## src/rtl/uart_tx_cfg.sv

```systemverilog
// uart_tx_cfg: UART transmitter with an 8-bit transmit FIFO. Each frame's
// width, parity mode, stop-bit count and bit period are latched when the
// frame starts, so the config inputs may change freely while a frame is
// on the line.
//
// state    | meaning
// ---------+-------------------------------------------------------------
// S_IDLE   | line idle (txd=1); pop and start a frame when FIFO non-empty
// S_START  | start bit (txd=0) for one bit time
// S_DATA   | N data bits, LSB first, one bit time each
// S_PARITY | single parity bit (odd / even / mark)
// S_STOP   | 1 or 2 stop bits; chain straight into the next start if queued
`timescale 1ns/1ps
module uart_tx_cfg #(
   parameter int FIFO_AW  = 3,
   parameter int PERIOD_W = 16
) (
   input  logic                clk,
   input  logic                reset_n,
   input  logic [PERIOD_W-1:0] i_period,
   input  logic [1:0]          i_data_bits,
   input  logic [1:0]          i_parity,
   input  logic                i_stop2,
   input  logic [7:0]          i_din,
   input  logic                i_valid,
   output logic                fifo_empty,
   output logic                fifo_full,
   output logic [FIFO_AW:0]    o_level,
   output logic                o_busy,
   output logic                o_ovf,
   output logic                o_txd
);

   localparam int               FIFO_DEPTH = 1 << FIFO_AW;
   localparam logic [FIFO_AW:0] DEPTH_L    = (FIFO_AW+1)'(FIFO_DEPTH);

   typedef enum logic [2:0] {
      S_IDLE,
      S_START,
      S_DATA,
      S_PARITY,
      S_STOP
   } state_t;

   // FIFO storage and bookkeeping
   logic [7:0]         mem_q [FIFO_DEPTH];
   logic [FIFO_AW-1:0] wr_ptr_q;
   logic [FIFO_AW-1:0] rd_ptr_q;
   logic [FIFO_AW:0]   level_q;
   logic [FIFO_AW:0]   level_d;
   logic               ovf_q;

   // Transmit engine
   state_t             state_q;
   logic               txd_q;
   logic               busy_q;
   logic [7:0]         shift_q;
   logic [PERIOD_W-1:0] period_q;
   logic [PERIOD_W-1:0] timer_q;
   logic [1:0]         nbits_q;
   logic [1:0]         parity_q;
   logic               stop2_q;
   logic               stop_more_q;
   logic               par_bit_q;
   logic [2:0]         bit_idx_q;

   logic               push;
   logic               pop;
   logic               tick;
   logic               frame_end;
   logic               last_data;
   logic [7:0]         head;
   logic [7:0]         mask_d;
   logic               par_even_d;
   logic               par_bit_d;

   assign fifo_empty = (level_q == '0);
   assign fifo_full  = (level_q == DEPTH_L);
   assign o_level    = level_q;
   assign o_ovf      = ovf_q;
   assign o_busy     = busy_q;
   assign o_txd      = txd_q;

   assign head      = mem_q[rd_ptr_q];
   assign tick      = (timer_q == '0);
   // Final stop-bit clock: the only point besides IDLE where a pop may happen,
   // which is what gives back-to-back frames with no idle gap.
   assign frame_end = (state_q == S_STOP) && tick && !stop_more_q;
   // Index of the last data bit is N-1 = 4 + nbits.
   assign last_data = (bit_idx_q == {1'b1, nbits_q});
   assign push      = i_valid && !fifo_full;
   assign pop       = !fifo_empty && ((state_q == S_IDLE) || frame_end);

   // Parity of the head entry, restricted to the width being latched for it.
   always_comb begin
      mask_d     = 8'hFF >> (2'd3 - i_data_bits);
      par_even_d = ^(head & mask_d);
      par_bit_d  = 1'b1;
      case (i_parity)
         2'b01:   par_bit_d = ~par_even_d;
         2'b10:   par_bit_d = par_even_d;
         default: par_bit_d = 1'b1;
      endcase
   end

   // Occupancy after this edge's push and/or pop.
   always_comb begin
      level_d = level_q;
      case ({push, pop})
         2'b10:   level_d = level_q + (FIFO_AW+1)'(1);
         2'b01:   level_d = level_q - (FIFO_AW+1)'(1);
         default: level_d = level_q;
      endcase
   end

   // FIFO data array; contents deliberately survive reset.
   always_ff @(posedge clk) begin
      if (reset_n && push) begin
         mem_q[wr_ptr_q] <= i_din;
      end
   end

   // FIFO pointers, level and overflow pulse.
   always_ff @(posedge clk) begin
      if (!reset_n) begin
         wr_ptr_q <= '0;
         rd_ptr_q <= '0;
         level_q  <= '0;
         ovf_q    <= 1'b0;
      end else begin
         if (push) wr_ptr_q <= wr_ptr_q + FIFO_AW'(1);
         if (pop)  rd_ptr_q <= rd_ptr_q + FIFO_AW'(1);
         level_q <= level_d;
         ovf_q   <= i_valid && fifo_full;
      end
   end

   // Frame sequencer with bit timer and registered serial output.
   always_ff @(posedge clk) begin
      if (!reset_n) begin
         state_q     <= S_IDLE;
         txd_q       <= 1'b1;
         busy_q      <= 1'b0;
         shift_q     <= '0;
         period_q    <= '0;
         timer_q     <= '0;
         nbits_q     <= '0;
         parity_q    <= '0;
         stop2_q     <= 1'b0;
         stop_more_q <= 1'b0;
         par_bit_q   <= 1'b0;
         bit_idx_q   <= '0;
      end else if (pop) begin
         state_q     <= S_START;
         txd_q       <= 1'b0;
         busy_q      <= 1'b1;
         shift_q     <= head;
         period_q    <= i_period;
         timer_q     <= i_period;
         nbits_q     <= i_data_bits;
         parity_q    <= i_parity;
         stop2_q     <= i_stop2;
         stop_more_q <= 1'b0;
         par_bit_q   <= par_bit_d;
         bit_idx_q   <= '0;
      end else begin
         case (state_q)
            S_IDLE: begin
               txd_q  <= 1'b1;
               busy_q <= 1'b0;
            end
            S_START: begin
               if (tick) begin
                  state_q <= S_DATA;
                  txd_q   <= shift_q[0];
                  timer_q <= period_q;
               end else begin
                  timer_q <= timer_q - PERIOD_W'(1);
               end
            end
            S_DATA: begin
               if (tick) begin
                  timer_q <= period_q;
                  if (last_data) begin
                     if (parity_q != 2'b00) begin
                        state_q <= S_PARITY;
                        txd_q   <= par_bit_q;
                     end else begin
                        state_q     <= S_STOP;
                        txd_q       <= 1'b1;
                        stop_more_q <= stop2_q;
                     end
                  end else begin
                     shift_q   <= shift_q >> 1;
                     txd_q     <= shift_q[1];
                     bit_idx_q <= bit_idx_q + 3'd1;
                  end
               end else begin
                  timer_q <= timer_q - PERIOD_W'(1);
               end
            end
            S_PARITY: begin
               if (tick) begin
                  state_q     <= S_STOP;
                  txd_q       <= 1'b1;
                  stop_more_q <= stop2_q;
                  timer_q     <= period_q;
               end else begin
                  timer_q <= timer_q - PERIOD_W'(1);
               end
            end
            S_STOP: begin
               if (tick) begin
                  timer_q <= period_q;
                  if (stop_more_q) begin
                     stop_more_q <= 1'b0;
                  end else begin
                     state_q <= S_IDLE;
                     txd_q   <= 1'b1;
                     busy_q  <= 1'b0;
                  end
               end else begin
                  timer_q <= timer_q - PERIOD_W'(1);
               end
            end
            default: begin
               state_q <= S_IDLE;
               txd_q   <= 1'b1;
               busy_q  <= 1'b0;
            end
         endcase
      end
   end

endmodule

```

## config.mk

```make
export PLATFORM = sky130hd
export DESIGN_NAME = uart_tx_cfg
export DESIGN_NICKNAME = d
export VERILOG_FILES = /design/src/rtl/uart_tx_cfg.sv
export SDC_FILE = /design/constraint.sdc
export NUM_CORES = 1
export LEC_CHECK = 0
export CAP_MARGIN = 0
export CORE_MARGIN = 4
export CORE_UTILIZATION = 45
export CTS_CLUSTER_DIAMETER = 60
export DETAILED_ROUTE_END_ITERATION = 8
export PLACE_DENSITY_LB_ADDON = 0.3
export SYNTH_ARGS = -nofsm -noshare
export SYNTH_HDL_FRONTEND = slang
export SYNTH_SLANG_ARGS = --single-unit
export TNS_END_PERCENT = 20
```

## constraint.sdc

```tcl
create_clock -name clk -period 4.2 [get_ports clk]
set_input_delay 0.84 -clock clk [delete_from_list [all_inputs] [get_ports clk]]
set_output_delay 0.84 -clock clk [all_outputs]
set_load 0.1 [all_outputs]
```

==> flow_summary_export.csv, run 1 <==
group,metric,value,unit
final_layout,syn_to_final_growth,18.8,%
clock_tree,cts_made_buffers,17,
global_route,grt_pass1_vias,4042,
floorplanning,start_util,45.8,%
detailed_routing,drt_iter0_markers,327,
yosys,syn_nets,580,
sta,finalHoldViolCount,0,
worst_setup_path,slowest_stage,"a2111o_1",
yosys,synth.area.top_cells,"edfxtp_1 (32%), dfxtp_1 (23%), a21boi_0 (5.1%)",
global_route,track_usage,17.4,%
worst_setup_path,r2r_cells,11,
worst_setup_path,path_max_fanout,36,
pwr,peakVddDrop,0.407,mV
sta,slew_violations,0,
sta,finalSetupTns,0,ps
yosys,synth_edf_count,64,
clock_tree,cts_tree,"done",
floorplanning,die_y,124,um
sta,rsz0062_at_grt,"no",
global_route,grt_overflow,0,
worst_setup_path,reg2reg_to,"o_level[2]",
floorplanning,io_pins,41,
yosys,synth.top_cell.area_share,31.8,%
placed_design,io_buffer_count,40,
clock_tree,clk_latency,420,ps
yosys,syn_avg_cell_area,11.2,sq um
final_layout,layout-drive-gt1-share,8.67,%
hold_path,min_to,"period_q[12]",
final_layout,antennaDiodeCount,0,
global_route,grt_pass1_wl,20.4,mm
final_layout,final_cell_area,0.00717,sq mm
clock_tree,post_cts_buffers,0,
sta,fin_crit_sh,80.8,%
pwr,p_leak,2.50,nW
yosys,synthFlopType,"dfxtp_1",
sta,max_freq,295,MHz
yosys,synth-seq-cells,133,
pwr,p_per_area,769,mW/mm^2
yosys,synth_top_area_cell,"edfxtp_1",
sta,slew_headroom,15.1,%
job,cap_violations,0,
sta,fin_skew,11.6,ps
hold_path,hold_path_class,"flip-flop to flip-flop",
placed_design,placed_area,0.00658,sq mm
status,status,"finished clean",
floorplanning,coreArea,0.0132,sq mm
sta,period_needed,3390,ps
detailed_routing,route.detailed.drc,0,
yosys,netlist_area,0.00604,sq mm
pwr,p_comb_share,40.1,%
worst_setup_path,r2r_start,"timer_q[10]",
pwr,clkPwrFrac,26.3,%
yosys,synth-async-reset-ratio,0,%
clock_tree,clockBufferDepth,2,
pwr,internal_power,3.35,mW
detailed_routing,ant_nets,0,
global_route,grt_max_degree,61,
detailed_routing,firstDrtPassIters,5,
detailed_routing,routed_via_density,5.52,
sta,finalSetupViolCount,0,
yosys,ys_seq_area_share,54.7,%
floorplanning,rows,42,
worst_setup_path,r2r_setup_slack,810,ps
detailed_routing,via_count,4221,
yosys,yosysWarnings,0,
final_layout,fillCellCount,1109,
yosys,synthCells,538,
clock_tree,clock_sinks,133,
pwr,share_seq_of_total_power,33.5,%
global_route,antenna_found_initial,0,
placed_design,preCtsSetupSlack,841,ps
worst_setup_path,endpoint_kind,"flip-flop",
worst_setup_path,critPathLaunchType,"flip-flop",
hold_path,min_from,"period_q[12]",
clock_tree,cts_resized,0,
final_layout,final_common_cell,"dfxtp_1",
floorplanning,fp.dieW,124,um
clock_tree,cts-root-buf,"clkbuf_16",
worst_setup_path,critPathKind,"flip-flop to flip-flop",
worst_setup_path,worstPathRequired,4540,ps
worst_setup_path,critPathMaxStageDelay,450,ps
clock_tree,clkTransAtPathRegs,60,ps
detailed_routing,drt-total-wl,12.6,mm
yosys,ys_types,56,
hold_path,min_path_cells,2,
placed_design,hpwlAfterDp,8.16,mm
pwr,p_switching,2.16,mW
sta,setup_slack,807,ps
worst_setup_path,worstPathCellList,"nor4_1 -> nand4_1 -> or2_2 -> a2111o_1 -> inv_2 -> buf_4 -> ha_1 -> a21oi_1 -> xor2_1 -> or3_1 -> a21boi_0",
sta,worstMarginPinSlew,1270,ps
pwr,switching_share,39.2,%
clock_tree,htree_levels,4,
clock_tree,cts.hold.buffers_added,0,
final_layout,final_cell_mix,"dfxtp_1 (69), edfxtp_1 (64), nand2_1 (62)",
placed_design,gp_congestion,0.834,
final_layout,fin_nets,617,
worst_setup_path,arrival,3730,ps
detailed_routing,wire_per_inst,16.5,um
floorplanning,die_area,0.0153,sq mm
## state kept, by name, indices dropped and copies added (netlist names), named ones only
signal / count
period_q: 16
wr_ptr_q: 3
bit_idx_q: 3
par_bit_q: 1
parity_q: 2
stop2_q: 1
o_ovf: 1
shift_q: 8
o_txd: 1
nbits_q: 2
o_level: 4
timer_q: 16
mem_q: 64
o_busy: 1
state_q: 3
rd_ptr_q: 3
stop_more_q: 1
## synthesized netlist by cell type (all sizes together) (3+ instances only)
cell / number
nor4: 4
xor2: 6
o21ai: 20
a21boi: 41
xnor2: 11
o221ai: 6
nand2b: 3
clkbuf: 22
dfxtp: 69
mux2i: 11
nand2: 62
nor4b: 3
mux4: 16
and3: 5
a21oi: 29
nor3: 10
nand4: 3
ha: 10
a221oi: 4
nor2: 45
o31ai: 3
o21a: 4
and2: 9
edfxtp: 64
buf: 9
inv: 13
nand3: 13
nor2b: 6
o22ai: 6
o211ai: 3
## kinds of logic after synthesis
group	synth area share, %
simple gates	14.0
flops	54.7
compound gates	14.0
buf+inv	3.48
mux	8.85
xor+xnor	2.86
fa+ha+maj	2.07
## metrics by stage
stage | instances | util (%) | power (mW) | hold slack (ps)
after global routing | 764 | 54.4 | 5.87 | 492
final | 764 | 54.4 | 5.51 | 464
after global placement | 732 | 49.9 | 4.02 | 451
after CTS | 764 | 54.4 | 5.54 | 467
after detailed placement | 732 | 49.9 | 4.07 | 458
after floorplan | 538 | - | 3.59 | 443
## critical path, delay by kind of cell (launching register included)
family                     cells  cell delay (ps)
AOI/OAI and AO/OA              3              730
buffers and inverters          2              440
and+or+nand+nor                4             1310
DFF                            1              360
xor gates and xnor gates       1              180
adders and majority gates      1              290
## how the worst max path moves through the flow
| stage | startpoint | endpoint | depth (start not counted) |
|---|---|---|---|
| global placement | timer_q[0] | o_level[3] | 16 |
| floorplan | o_level[1] | o_level[2] | 13 |
| global route | timer_q[0] | o_level[2] | 13 |
| CTS | timer_q[10] | o_level[2] | 11 |
| detailed placement | timer_q[0] | o_level[2] | 13 |
| finish | timer_q[10] | o_level[2] | 11 |
## power by group through the flow
stage / Combinational [mW] / Sequential [mW] / Clock (mW)
after detailed placement: 2.20 / 1.87 / 0
after global placement: 2.16 / 1.86 / 0
after global routing: 2.45 / 1.88 / 1.53
after floorplan: 1.66 / 1.93 / 0
final: 2.21 / 1.85 / 1.45
after CTS: 2.22 / 1.85 / 1.48
## final cells by class
type	instances	area (sq um)	share of cell area, %
flip-flops and latches	133	3300	46.1
multi-input cells	361	2540	35.5
repair buffers	49	468	6.53
clock buffers	21	460	6.42
well taps	176	220	3.07
clock inverters	11	125	1.75
inverters	13	48.8	0.681
## per-layer routing
metal	GRT usage [%]	vias to the layer above	share of wire (%)
met5	0	-	0
li1	-	2067	-
met2	29.2	114	49
met3	4.09	15	4.8
met1	21.9	2025	44
met4	6.92	0	1.3
(Power assumes the default switching activity.)
==> run 2: changes to the inputs <==
Clock period 4.2 ns to 3.4 ns, I/O delays scaled along.
==> run 2 against run 1 <==
- combinational power grew 26%
- via count grew 0.21%
- worst hold slack is essentially flat
- critical path type unchanged
- sequential power grew 24%
- cell count grew 1.3%
- non-clock buffer count grew 10
- clock power grew 23%
- register-to-register slack lost 650 ps
- clock skew shrank 2.3 ps
- maximum frequency grew 4.5%
- sequential share of layout area shrank 0.42 points
==> flow_summary_export.csv, run 2 (same netlist as run 1, synthesis figures left out) <==
group,metric,value,unit
detailed_routing,drt_iter0_markers,292,
final_layout,regArea,0.00332,sq mm
job,cap_violations,0,
pwr,p_total,6.87,mW
final_layout,fin_nets,627,
hold_path,hold_path_class,"flip-flop to flip-flop",
sta,worstMarginPinSlew,968,ps
sta,fin_skew,9.26,ps
clock_tree,cts_made_buffers,17,
global_route,grt_pass1_wl,21.2,mm
clock_tree,cts.hold.buffers_added,0,
pwr,p_leak,2.57,nW
worst_setup_path,r2r_cells,14,
sta,slew_headroom,35.2,%
global_route,grt_overflow,0,
clock_tree,cts-root-buf,"clkbuf_16",
worst_setup_path,endpoint_kind,"flip-flop",
floorplanning,fp.dieW,124,um
sta,period_needed,3250,ps
global_route,grt_pass1_vias,4254,
pwr,peakVddDrop,0.522,mV
detailed_routing,wire_per_inst,16.8,um
final_layout,final_cell_mix,"dfxtp_1 (65), edfxtp_1 (64), nand2_1 (62)",
clock_tree,cts_tree,"done",
sta,finalSetupViolCount,0,
hold_path,min_path_cells,2,
pwr,p_per_area,945,mW/mm^2
final_layout,syn_to_final_growth,20.4,%
final_layout,reg_top3,"mem_q (64), period_q (16), timer_q (16)",
sta,setup_slack,153,ps
floorplanning,coreArea,0.0132,sq mm
sta,max_freq,308,MHz
sta,timing.hold.ws,464,ps
floorplanning,rows,42,
sta,slew_violations,0,
placed_design,preCtsSetupSlack,230,ps
final_layout,fillCellCount,1115,
detailed_routing,ant_nets,0,
status,status,"finished clean",
sta,fin_crit_sh,95.5,%
worst_setup_path,worstPathRequired,3740,ps
placed_design,gp_congestion,0.857,
floorplanning,die_y,124,um
clock_tree,clockBufferDepth,2,
floorplanning,die_area,0.0153,sq mm
detailed_routing,drt-total-wl,13.0,mm
global_route,antenna_found_initial,0,
clock_tree,htree_levels,4,
clock_tree,clk_latency,420,ps
final_layout,final_common_cell,"dfxtp_1",
worst_setup_path,critPathKind,"flip-flop to flip-flop",
final_layout,top_register,"mem_q",
final_layout,layout-drive-gt1-share,13.0,%
detailed_routing,firstDrtPassIters,4,
worst_setup_path,critPathLaunchType,"flip-flop",
sta,finalHoldViolCount,0,
final_layout,antennaDiodeCount,0,
global_route,grt_max_degree,63,
clock_tree,clock_sinks,133,
global_route,track_usage,18.1,%
final_layout,largest_reg_flops,64,
floorplanning,start_util,45.8,%
detailed_routing,via_count,4230,
detailed_routing,routed_via_density,5.47,
clock_tree,clkTransAtPathRegs,60,ps
sta,finalSetupTns,0,ps
detailed_routing,route.detailed.drc,0,
worst_setup_path,arrival,3590,ps
placed_design,io_buffer_count,40,
final_layout,multi_input_area,0.00257,sq mm
worst_setup_path,path_max_fanout,5,
floorplanning,io_pins,41,
placed_design,hpwlAfterDp,8.45,mm
-- run 2: critical path, stage by stage, from the launching register on --
cell and delay, ps:
dfxtp_1 330, inv_1 110, ha_1 190, nor4b_2 220, nand4_1 150, or2_2 320, a2111o_1 450, inv_2 90
ha_2 240, xor2_1 90, ha_1 190, a21oi_1 190, xor2_1 120, or3_1 320, a21boi_0 160
-- run 2: path summary, 6_finish.rpt --
path | start | endpoint | slack, ps
worst max-delay path | timer_q[0] | o_level[2] | 150
worst min-delay path | parity_q[0] | parity_q[0] | 460
worst min register to register | parity_q[0] | parity_q[0] | 460
worst max register to register | timer_q[0] | o_level[2] | 150
-- run 2: metal layers --
layer  vias to the layer above  global-route usage, %  part of all wire [%]
li1                       2078                      -                     -
met1                      2051                   22.1                    44
met2                        87                   30.8                    50
met3                        14                   4.31                   4.1
met4                         0                   7.20                   1.1
met5                         -                      0                     0
-- run 2: area by class of cell --
type | count | area share [%]
timing repair buffer | 59 | 7.23
clock buffer | 17 | 5.85
tap | 176 | 3.03
inverter | 13 | 0.671
multi-input combinational | 361 | 35.4
clock inverter | 15 | 2.15
sequential | 133 | 45.7
-- run 2: power by group --
group | leakage, nW | switching [mW] | internal, mW
Sequential | 1.15 | 0.303 | 1.99
Combinational | 1.15 | 1.72 | 1.07
Clock | 0.273 | 0.709 | 1.08
-- run 2: timing repair --
| item | 4_1_cts | 5_1_grt |
|---|---|---|
| resized for setup | 0 | 4 |
| setup endpoints to repair | 0 | 2 |
| setup buffers | 0 | 0 |
-- run 2: per-stage QoR --
step                utilization, %  std cells  area, sq um
floorplan                        -        538         6080
global placement              50.5        742         6660
detailed placement            50.5        742         6660
CTS                           54.9        774         7240
global route                  55.1        774         7270
finish                        55.1        774         7270
==> run 3: changes to the inputs <==
Settings changed: CORE_ASPECT_RATIO from default to 0.9.
==> run 3 against run 2 <==
- wire length is 1.5% lower
- critical path depth stayed put
- design area is 0.57% lower
- largest cell class unchanged
- register-to-register slack better by 80 ps
==> flow_summary_export.csv, run 3 (same netlist as run 1, synthesis figures left out) <==
group,metric,value,unit
status,status,"finished clean",
final_layout,stdcell_count,762,
global_route,grt_pass1_vias,4132,
clock_tree,cts_tree,"done",
worst_setup_path,reg2reg_to,"o_level[2]",
clock_tree,cts.hold.buffers_added,0,
clock_tree,clockBufferDepth,2,
worst_setup_path,worstPathCellList,"inv_1 -> ha_1 -> nor4b_4 -> nand4_1 -> or2_2 -> a2111o_1 -> inv_2 -> ha_2 -> xor2_1 -> ha_1 -> a21oi_1 -> xor2_1 -> or3_1 -> a21boi_0",
worst_setup_path,r2r_start,"timer_q[0]",
detailed_routing,wl_met3,811,um
final_layout,largest_reg_flops,64,
final_layout,reg_top3,"mem_q (64), period_q (16), timer_q (16)",
clock_tree,cts_made_buffers,17,
floorplanning,start_util,46.7,%
detailed_routing,drt_iter0_markers,406,
global_route,grt_max_degree,63,
worst_setup_path,worstPathRequired,3730,ps
worst_setup_path,r2r_setup_slack,240,ps
floorplanning,coreArea,0.0129,sq mm
detailed_routing,route.detailed.drc,0,
worst_setup_path,arrival,3490,ps
sta,timing.hold.ws,463,ps
final_layout,syn_to_final_growth,19.7,%
detailed_routing,ant_nets,0,
sta,slew_headroom,34.5,%
job,cap_violations,0,
floorplanning,fp.dieW,130,um
placed_design,hpwlAfterDp,8.39,mm
clock_tree,clock_sinks,133,
sta,finalSetupTns,0,ps
detailed_routing,wl_met2,5.93,mm
clock_tree,cts-root-buf,"clkbuf_16",
final_layout,final_common_cell,"dfxtp_1",
detailed_routing,via_count,4278,
clock_tree,clk_latency,420,ps
sta,worstMarginPinSlew,980,ps
placed_design,gp_congestion,0.813,
detailed_routing,drt-met1-wl,5.99,mm
sta,max_freq,316,MHz
detailed_routing,drt-total-wl,12.8,mm
placed_design,io_buffer_count,40,
pwr,p_leak,2.58,nW
worst_setup_path,r2r_cells,14,
worst_setup_path,path_max_fanout,5,
global_route,antenna_found_initial,0,
worst_setup_path,endpoint_kind,"flip-flop",
final_layout,top_register,"mem_q",
global_route,grt_overflow,0,
sta,slew_violations,0,
pwr,p_per_area,946,mW/mm^2
global_route,track_usage,17.5,%
worst_setup_path,startpoint,"timer_q[0]",
floorplanning,die_y,118,um
final_layout,final_cell_mix,"dfxtp_1 (65), edfxtp_1 (64), nand2_1 (62)",
sta,fin_skew,12.0,ps
worst_setup_path,crit_end,"o_level[2]",
detailed_routing,firstDrtPassIters,5,
placed_design,dp.cells,730,
final_layout,layout-drive-gt1-share,12.9,%
pwr,peakVddDrop,1.09,mV
clock_tree,clkTransAtPathRegs,60,ps
sta,fin_crit_sh,93.0,%
global_route,grt_pass1_wl,21.0,mm
sta,rsz0062_at_grt,"no",
worst_setup_path,critPathMaxStageDelay,440,ps
sta,finalHoldViolCount,0,
sta,finalSetupViolCount,0,
sta,period_needed,3160,ps
final_layout,antennaDiodeCount,0,
hold_path,hold_path_class,"flip-flop to flip-flop",
floorplanning,die_area,0.0153,sq mm
detailed_routing,wire_per_inst,16.8,um
detailed_routing,routed_via_density,5.61,
worst_setup_path,critPathLaunchType,"flip-flop",
final_layout,fin_nets,627,
worst_setup_path,slowest_stage,"a2111o_1",
floorplanning,rows,39,
floorplanning,io_pins,41,
hold_path,min_from,"o_busy",
worst_setup_path,critPathKind,"flip-flop to flip-flop",
hold_path,min_path_cells,2,
detailed_routing,topRoutingLayerUsed,"met4",
clock_tree,htree_levels,4,
## run 3: cell count changes in the layout (fill, tap and decap cells not counted)
cell        previous run  this run
bufinv_16              2         1
clkinv_1               1         0
clkinv_4               4         2
clkinvlp_4             4         2
inv_6                  2         8
nor4_1                 1         2
nor4_2                 2         1
nor4b_2                1         0
nor4b_4                0         1
nor4bb_1               1         2
nor4bb_4               1         0
## run 3: repair_timing
| action | in CTS | in global routing |
|---|---|---|
| setup buffers | 0 | 0 |
| endpoints found under the setup margin | 0 | 2 |
| gates resized for setup | 0 | 2 |
| endpoints found under the hold margin | 0 | 0 |
## run 3: metrics by stage
stage	utilization (%)	setup slack (ps)	total power [mW]	cell area, sq um
global placement	51.4	331	4.98	6640
finish	55.9	237	6.84	7230
CTS	55.8	185	6.83	7210
floorplan	-	23.6	4.46	6080
detailed placement	51.4	200	5.06	6640
global route	55.9	18.4	7.28	7230
## run 3: final cells by class
class	count	area [sq um]
clock buffer	17	425
clock inverter	15	143
fill	1060	5700
inverter	13	48.8
multi-input combinational	361	2560
sequential	133	3320
tap	164	205
timing repair buffer	59	526
## run 3: how the worst min path moves through the flow
stage                       end  slack [ps]
CTS                 parity_q[0]         470
finish                   o_busy         460
global route         shift_q[3]         500
detailed placement       o_busy         460
global placement     shift_q[3]         450
floorplan           parity_q[0]         440
## run 3: worst max-delay path, delay by kind of cell (launching register included)
| kind | cells | cell delay (ps) |
|---|---|---|
| compound gates | 3 | 650 |
| xor+xnor | 2 | 330 |
| fa+ha+maj | 3 | 590 |
| buf+inv | 2 | 180 |
| flops | 1 | 320 |
| simple gates | 4 | 1020 |
## run 3: where the power goes
| part | switching [mW] | leakage (nW) | internal, mW |
|---|---|---|---|
| clock network | 0.736 | 0.276 | 1.02 |
| logic | 1.73 | 1.15 | 1.07 |
| registers | 0.294 | 1.15 | 1.99 |
## run 3: per-layer routing
layer | GRT usage [%] | vias to the layer above
li1 | - | 2089
met1 | 25.0 | 2051
met2 | 25.9 | 128
met3 | 4.58 | 10
met4 | 5.39 | 0
met5 | 0 | -
